--- config.mk ---
export PLATFORM = sky130hd
export DESIGN_NAME = ascon_decrypt
export DESIGN_NICKNAME = d
export VERILOG_FILES = /design/src/rtl/ascon_pkg.sv /design/src/rtl/ascon_round.sv /design/src/rtl/ascon_decrypt.sv
export SDC_FILE = /design/constraint.sdc
export NUM_CORES = 2
export LEC_CHECK = 0
export ABC_AREA = 1
export CORE_ASPECT_RATIO = 0.75
export CORE_MARGIN = 2
export CORE_UTILIZATION = 35
export DETAILED_ROUTE_END_ITERATION = 7
export SETUP_SLACK_MARGIN = 0.4
export SLEW_MARGIN = 10
export SYNTH_ARGS = -nofsm -noshare
export SYNTH_HDL_FRONTEND = slang
export SYNTH_HIERARCHICAL = 1
export SYNTH_SLANG_ARGS = --single-unit
--- constraint.sdc ---
create_clock -name clk -period 3.1 [get_ports clk]
set_input_delay 0.93 -clock clk [delete_from_list [all_inputs] [get_ports clk]]
set_output_delay 0.93 -clock clk [all_outputs]
set_load 0.1 [all_outputs]
--- src/rtl/ascon_pkg.sv ---
// Shared definitions for the ASCON-128 decrypt datapath: constants, FSM
// state encoding, the round-constant generator and a 64-bit rotate helper.
package ascon_pkg;

  // ASCON-128 initialization vector (rate 64, a=12, b=6)
  localparam logic [63:0] ASCON_IV = 64'h80400C0600000000;

  // Padding word absorbed for the empty final data block
  localparam logic [63:0] ASCON_PAD = 64'h8000000000000000;

  // Index of the last round of every permutation (p12 and p6 both end at 11)
  localparam logic [3:0] LAST_ROUND = 4'd11;

  // Controller phases; IDLE is encoded as zero so a reset state reads as 0
  typedef enum logic [2:0] {
    IDLE  = 3'd0,
    INIT  = 3'd1,
    DAT0  = 3'd2,
    DAT1  = 3'd3,
    FINAL = 3'd4
  } state_t;

  // Round constant for round index i: high nibble counts down, low nibble up
  function automatic logic [7:0] round_const(input logic [3:0] i);
    logic [3:0] hi;
    hi = 4'hF - i;
    return {hi, i};
  endfunction

  // Rotate a 64-bit lane right by n positions (n in 1..63)
  function automatic logic [63:0] rotr(input logic [63:0] x, input int unsigned n);
    return (x >> n) | (x << (64 - n));
  endfunction

endpackage

--- src/rtl/ascon_round.sv ---
// One ASCON permutation round, purely combinational:
// constant addition on x2, bitsliced 5-bit S-box layer, linear diffusion.
// State packing: x[319:256]=x0, x[255:192]=x1, x[191:128]=x2,
// x[127:64]=x3, x[63:0]=x4.
module ascon_round
  import ascon_pkg::*;
(
  input  logic [319:0] x,
  input  logic [7:0]   rc,
  output logic [319:0] x_next
);

  logic [63:0] a0, a1, a2, a3, a4;
  logic [63:0] t0, t1, t2, t3, t4;
  logic [63:0] s0, s1, s2, s3, s4;
  logic [63:0] l0, l1, l2, l3, l4;

  // Constant addition and bitsliced S-box, written as the reference sequence
  always_comb begin
    a0 = x[319:256];
    a1 = x[255:192];
    a2 = x[191:128] ^ {56'd0, rc};
    a3 = x[127:64];
    a4 = x[63:0];

    a0 = a0 ^ a4;
    a4 = a4 ^ a3;
    a2 = a2 ^ a1;

    t0 = ~a0 & a1;
    t1 = ~a1 & a2;
    t2 = ~a2 & a3;
    t3 = ~a3 & a4;
    t4 = ~a4 & a0;

    s0 = a0 ^ t1;
    s1 = a1 ^ t2;
    s2 = a2 ^ t3;
    s3 = a3 ^ t4;
    s4 = a4 ^ t0;

    s1 = s1 ^ s0;
    s0 = s0 ^ s4;
    s3 = s3 ^ s2;
    s2 = ~s2;
  end

  // Linear diffusion layer: each lane XORed with two rotations of itself
  always_comb begin
    l0 = s0 ^ rotr(s0, 19) ^ rotr(s0, 28);
    l1 = s1 ^ rotr(s1, 61) ^ rotr(s1, 39);
    l2 = s2 ^ rotr(s2, 1)  ^ rotr(s2, 6);
    l3 = s3 ^ rotr(s3, 10) ^ rotr(s3, 17);
    l4 = s4 ^ rotr(s4, 7)  ^ rotr(s4, 41);
    x_next = {l0, l1, l2, l3, l4};
  end

endmodule

--- src/rtl/ascon_decrypt.sv ---
// Iterative ASCON-128 decryption of two full 64-bit ciphertext blocks with
// no associated data, one permutation round per clock.
// Optional build macro ASCON_DEC_TAG_CHECK_EN adds tag0/tag1 inputs and a
// tag_ok output; on a tag mismatch the plaintext registers are cleared.
//
// Handshake: start is a single-cycle request honoured only while idle
// (busy=0); busy rises on the load edge and falls on the last round edge,
// and done pulses for exactly one cycle right after that edge. Requests
// while busy are dropped. Inputs must be held from the start edge through
// the second data block; k0/k1 must be held until done.
module ascon_decrypt
  import ascon_pkg::*;
#(
  parameter int ROUNDS_A = 12,
  parameter int ROUNDS_B = 6
) (
  input  logic        clk,
  input  logic        rst,
  input  logic        start,
  input  logic [63:0] iv,
  input  logic [63:0] k0,
  input  logic [63:0] k1,
  input  logic [63:0] n0,
  input  logic [63:0] n1,
  input  logic [63:0] cyp0,
  input  logic [63:0] cyp1,
`ifdef ASCON_DEC_TAG_CHECK_EN
  input  logic [63:0] tag0,
  input  logic [63:0] tag1,
  output logic        tag_ok,
`endif
  output logic [63:0] y0,
  output logic [63:0] y1,
  output logic [63:0] y2,
  output logic [63:0] y3,
  output logic [63:0] y4,
  output logic [63:0] pln0,
  output logic [63:0] pln1,
  output logic        busy,
  output logic        done,
  output logic [2:0]  dbg_state
);

  // A permutation of r rounds runs round indices 12-r .. 11
  localparam logic [3:0] START_A = 4'(12 - ROUNDS_A);
  localparam logic [3:0] START_B = 4'(12 - ROUNDS_B);

  state_t       state, state_n;
  logic [3:0]   rnd;
  logic         last;
  logic [7:0]   rc;
  logic [319:0] x;
  logic [319:0] rx;
  logic [63:0]  rx0, rx1, rx2, rx3, rx4;

  assign rc   = round_const(rnd);
  assign last = (rnd == LAST_ROUND);

  ascon_round u_round (
    .x      (x),
    .rc     (rc),
    .x_next (rx)
  );

  assign rx0 = rx[319:256];
  assign rx1 = rx[255:192];
  assign rx2 = rx[191:128];
  assign rx3 = rx[127:64];
  assign rx4 = rx[63:0];

  assign y0 = x[319:256];
  assign y1 = x[255:192];
  assign y2 = x[191:128];
  assign y3 = x[127:64];
  assign y4 = x[63:0];

  assign dbg_state = state;

  // FSM state register
  always_ff @(posedge clk) begin
    if (rst) state <= IDLE;
    else     state <= state_n;
  end

  // Next-state logic: each busy phase ends on its final round index
  always_comb begin
    state_n = state;
    case (state)
      IDLE:    if (start) state_n = INIT;
      INIT:    if (last)  state_n = DAT0;
      DAT0:    if (last)  state_n = DAT1;
      DAT1:    if (last)  state_n = FINAL;
      FINAL:   if (last)  state_n = IDLE;
      default: state_n = IDLE;
    endcase
  end

  // Datapath: load, one round per busy edge, and the phase-end operations
  // applied to that same edge's round output
  always_ff @(posedge clk) begin
    if (rst) begin
      x      <= '0;
      rnd    <= '0;
      pln0   <= '0;
      pln1   <= '0;
      busy   <= 1'b0;
      done   <= 1'b0;
`ifdef ASCON_DEC_TAG_CHECK_EN
      tag_ok <= 1'b0;
`endif
    end else begin
      done <= 1'b0;
      case (state)
        IDLE: begin
          if (start) begin
            x    <= {iv, k0, k1, n0, n1};
            rnd  <= START_A;
            busy <= 1'b1;
          end
        end
        INIT: begin
          x   <= rx;
          rnd <= rnd + 4'd1;
          if (last) begin
            // key mix, domain separation, then absorb ciphertext block 0
            x          <= {cyp0, rx1, rx2, rx3 ^ k0, rx4 ^ k1 ^ 64'd1};
            pln0       <= rx0 ^ cyp0;
            rnd        <= START_B;
          end
        end
        DAT0: begin
          x   <= rx;
          rnd <= rnd + 4'd1;
          if (last) begin
            x    <= {cyp1, rx1, rx2, rx3, rx4};
            pln1 <= rx0 ^ cyp1;
            rnd  <= START_B;
          end
        end
        DAT1: begin
          x   <= rx;
          rnd <= rnd + 4'd1;
          if (last) begin
            // empty padded last block, then finalization key mix
            x   <= {rx0 ^ ASCON_PAD, rx1 ^ k0, rx2 ^ k1, rx3, rx4};
            rnd <= START_A;
          end
        end
        FINAL: begin
          x   <= rx;
          rnd <= rnd + 4'd1;
          if (last) begin
            x    <= {rx0, rx1, rx2, rx3 ^ k0, rx4 ^ k1};
            rnd  <= '0;
            busy <= 1'b0;
            done <= 1'b1;
`ifdef ASCON_DEC_TAG_CHECK_EN
            tag_ok <= ((rx3 ^ k0) == tag0) && ((rx4 ^ k1) == tag1);
            if (((rx3 ^ k0) != tag0) || ((rx4 ^ k1) != tag1)) begin
              pln0 <= '0;
              pln1 <= '0;
            end
`endif
          end
        end
        default: begin
          busy <= 1'b0;
        end
      endcase
    end
  end

endmodule

==> flow_summary.yaml <==
cells_and_area:
  postLayoutCellArea_um2: 68500
  design.final.nets: 10433
  area_delta_synth_final_pct: 41.3
  drive_above_1_share: 0.194
  final-instance-count-excl-fill: 11769
critical_path:
  rr_endpoint: "x[30]$_SDFFE_PP0P_"
  crit_path_cell_trace: "inv_1 -> ha_1 -> inv_1 -> nand4_1 -> nand2_1 -> buf_4 -> xnor2_1 -> buf_6 -> xor2_1 -> inv_1 -> xor2_1 -> nor2_1 -> nor2_1 -> a21oi_1"
  critical_path.n_buffers_inverters: 5
  cp.arrival_ns: 3.41
  worstReg2RegStart: "x[101]$_SDFFE_PP0P_"
  cp-end-kind: "flip-flop"
  crit_fanout: 5
  r2r_slack_ns: 0.31
  worst_ep_required_time_ns: 3.72
  worstSetupStartpointType: "flip-flop"
  critical_path.most_common_cell: "inv_1"
  critical_path.slowest_cell: "dfxtp_2"
  r2r.worst_path.cells: 14
  critical-path-top-delay-family: "buffers and inverters"
  setup.worst_path.class: "flip-flop to flip-flop"
  slowest_delay_ns: 0.40
synth:
  yosys_warnings: 6
  yosysUniqueCellTypes: 33
  count_of_flip_flops_with_a_built_in_enable_after_synthesis: 0
  synthFlopType: "dfxtp_1"
  async_reset_ff_frac: 0
  yosys-top-cells-area: "nand2_1 (27%), dfxtp_1 (19%), xor2_1 (9.4%), nor2_1 (6.0%), nand3_1 (5.6%)"
  synthCells: 8482
  ys_top_cells_by_count: "nand2_1 (3456), nor2_1 (773), inv_1 (692)"
  synth_top_area_share: 0.268
  synth_nets: 9062
  synthesis.area_per_instance_um2: 5.71
  synth_largest_area_cell: "nand2_1"
  synth_seq_cells: 457
  syn_area_um2: 48500
  synth_sequential_area_ratio: 0.189
  yosys.cell_count.top_type: "nand2_1"
floorplan:
  rows: 118
  fp.dieArea_um2: 141000
  initial_utilization: 0.352
  io_pins: 904
  core_region_area_um2: 138000
  die_h_um: 326
  chipWidth_um: 434
hold_path:
  worstHoldStart: "busy$_SDFFE_PP0P_"
  hold_depth: 2
  min-delay-path-class: "flip-flop to flip-flop"
  whs_endpoint: "busy$_SDFFE_PP0P_"
sta:
  timing.final.setup_violations: 0
  slew_viol_final: 0
  setup_total_negative_slack_ns: 0
  final-hold-violation-count: 0
  fmax_mhz: 358
  unrepaired_setup_endpoints_after_global_routing: "yes"
  final_period_minus_worst_setup_slack_ns: 2.79
  worst_clock_skew_ns: 0.0663
  min_period_over_period: 0.901
  fin_hold_ws_ns: 0.475
  timing.max_slew.rel_slack: 0.316
  tightest_slew_ns: 1.03
grt:
  grt_usage: 0.455
  initial_antenna_violation_count: 32
  maximum_number_of_pins_on_one_net_before_global_route_repair: 127
  grt_first_pass_wirelength_mm: 449
  globalRoute.totalOverflow: 0
  vias_in_the_first_global_route: 55893
drt:
  drt.antenna.violating_nets: 0
  wl_per_cell_um: 28.8
  detail_route.drc_violations: 0
  dr.first_iter.drc_count: 9280
  routed_wirelength_mm: 339
  avgViaCountPerCell: 5.52
  detail_route.first_pass.iterations: 7
  via_count: 65004
cts:
  path_clk_slew_ns: 0.06
  tritoncts: "built"
  cts-hold-fix-buffers: 0
  cts_sinks: 457
  worstSkewPairLatency_ns: 0.74
  root_buffer: "clkbuf_16"
  cts-buffers-inserted: 56
  clock_path_buffers: 3
  clock_tree.htree_level_count: 2
placement:
  placedCellCount: 11578
  gpl.final_weighted_congestion: 1.10
  quantity_of_i_o_buffers_inserted_on_ports: 903
  placed_cell_area_um2: 63600
  dpl.hpwl_mm: 281
flow_run:
  drv_cap: 0
outcome:
  outcome: "complete, no violations"
sequential cells by signal, indices dropped and copies added, names as in the netlist:
name,flops
x,320
pln0,64
busy,1
pln1,64
done,1
dbg_state,3
rnd,4
layout by cell type (no fill, tap or decap), types with 13 or more instances in the layout:
master / n
nand4_1: 57
xnor2_4: 46
inv_1: 675
nand3_1: 543
nand3b_1: 41
a22oi_1: 36
clkbuf_16: 56
xor2_2: 75
xnor2_1: 262
xor2_1: 441
ha_1: 121
nand2_4: 21
a21boi_2: 13
nand2_1: 3304
dfxtp_2: 142
clkdlybuf4s50_1: 449
o21ai_1: 69
buf_12: 111
xnor2_2: 51
buf_6: 30
o21ai_0: 488
inv_2: 41
dfxtp_4: 20
nand2_2: 183
a21oi_1: 410
buf_4: 1037
dfxtp_1: 295
nor2_1: 764
worst reg2reg max path: stages, from the launching register on:
cell     delay, ns
dfxtp_2       0.40
inv_1         0.11
ha_1          0.32
inv_1         0.08
nand4_1       0.09
nand2_1       0.15
buf_4         0.23
xnor2_1       0.17
buf_6         0.23
xor2_1        0.31
inv_1         0.13
xor2_1        0.16
nor2_1        0.05
nor2_1        0.16
a21oi_1       0.09
timing repair:
| action | in CTS | in global routing |
|---|---|---|
| gates resized for setup | 113 | 386 |
| setup buffers | 16 | 61 |
| endpoints found under the setup margin | 136 | 304 |
| pin swaps | 13 | 71 |
| endpoints found under the hold margin | 0 | 0 |
| cloned | 0 | 0 |
worst max-delay path by stage:
stage	slack [ns]	depth (start not counted)	start	to
after floorplan	0.37	13	x[0]$_SDFFE_PP0P_	x[0]$_SDFFE_PP0P_
final	0.31	14	x[101]$_SDFFE_PP0P_	x[30]$_SDFFE_PP0P_
after global routing	0.26	17	rnd[0]$_SDFFE_PP0P_	x[131]$_SDFFE_PP0P_
after global placement	-0.11	16	x[131]$_SDFFE_PP0P_	x[131]$_SDFFE_PP0P_
after CTS	0.33	17	rnd[0]$_SDFFE_PP0P_	x[131]$_SDFFE_PP0P_
after detailed placement	-0.08	16	x[131]$_SDFFE_PP0P_	x[131]$_SDFFE_PP0P_
kinds of logic after synthesis:
| group | Yosys count | synth area share |
|---|---|---|
| AND/OR/NAND/NOR | 4938 | 0.406 |
| buffers and inverters | 1039 | 0.0840 |
| AO/OA/AOI/OAI | 1033 | 0.111 |
| XOR/XNOR | 886 | 0.177 |
| flip-flops | 457 | 0.189 |
| adder cells (fa/ha/maj) | 129 | 0.0333 |
routing by layer:
layer | global-route usage | vias up | part of all wire
met1 | 0.627 | 30934 | 0.41
met2 | 0.633 | 4173 | 0.39
li1 | - | 29199 | -
met4 | 0.265 | 16 | 0.069
met3 | 0.119 | 682 | 0.13
met5 | 0 | - | 0.00028
layout make-up:
| cell class | instances | area [um2] |
|---|---|---|
| timing repair buffer | 1627 | 14800 |
| clock buffer | 76 | 1580 |
| inverter | 725 | 2760 |
| antenna | 12 | 30.0 |
| sequential | 457 | 9400 |
| multi-input combinational | 6986 | 37200 |
| tap | 1860 | 2330 |
| fill | 14251 | 69300 |
| clock inverter | 26 | 382 |
through the flow:
step | worst slack (ns) | util
after detailed placement | -0.0833 | 0.462
after global routing | 0.258 | 0.497
after global placement | -0.108 | 0.462
final | 0.307 | 0.497
after floorplan | 0.366 | -
after CTS | 0.333 | 0.481
Power is left out: the tool's default activity adds up to more than one toggle a clock period on the data nets, which glitch-free logic cannot reach.
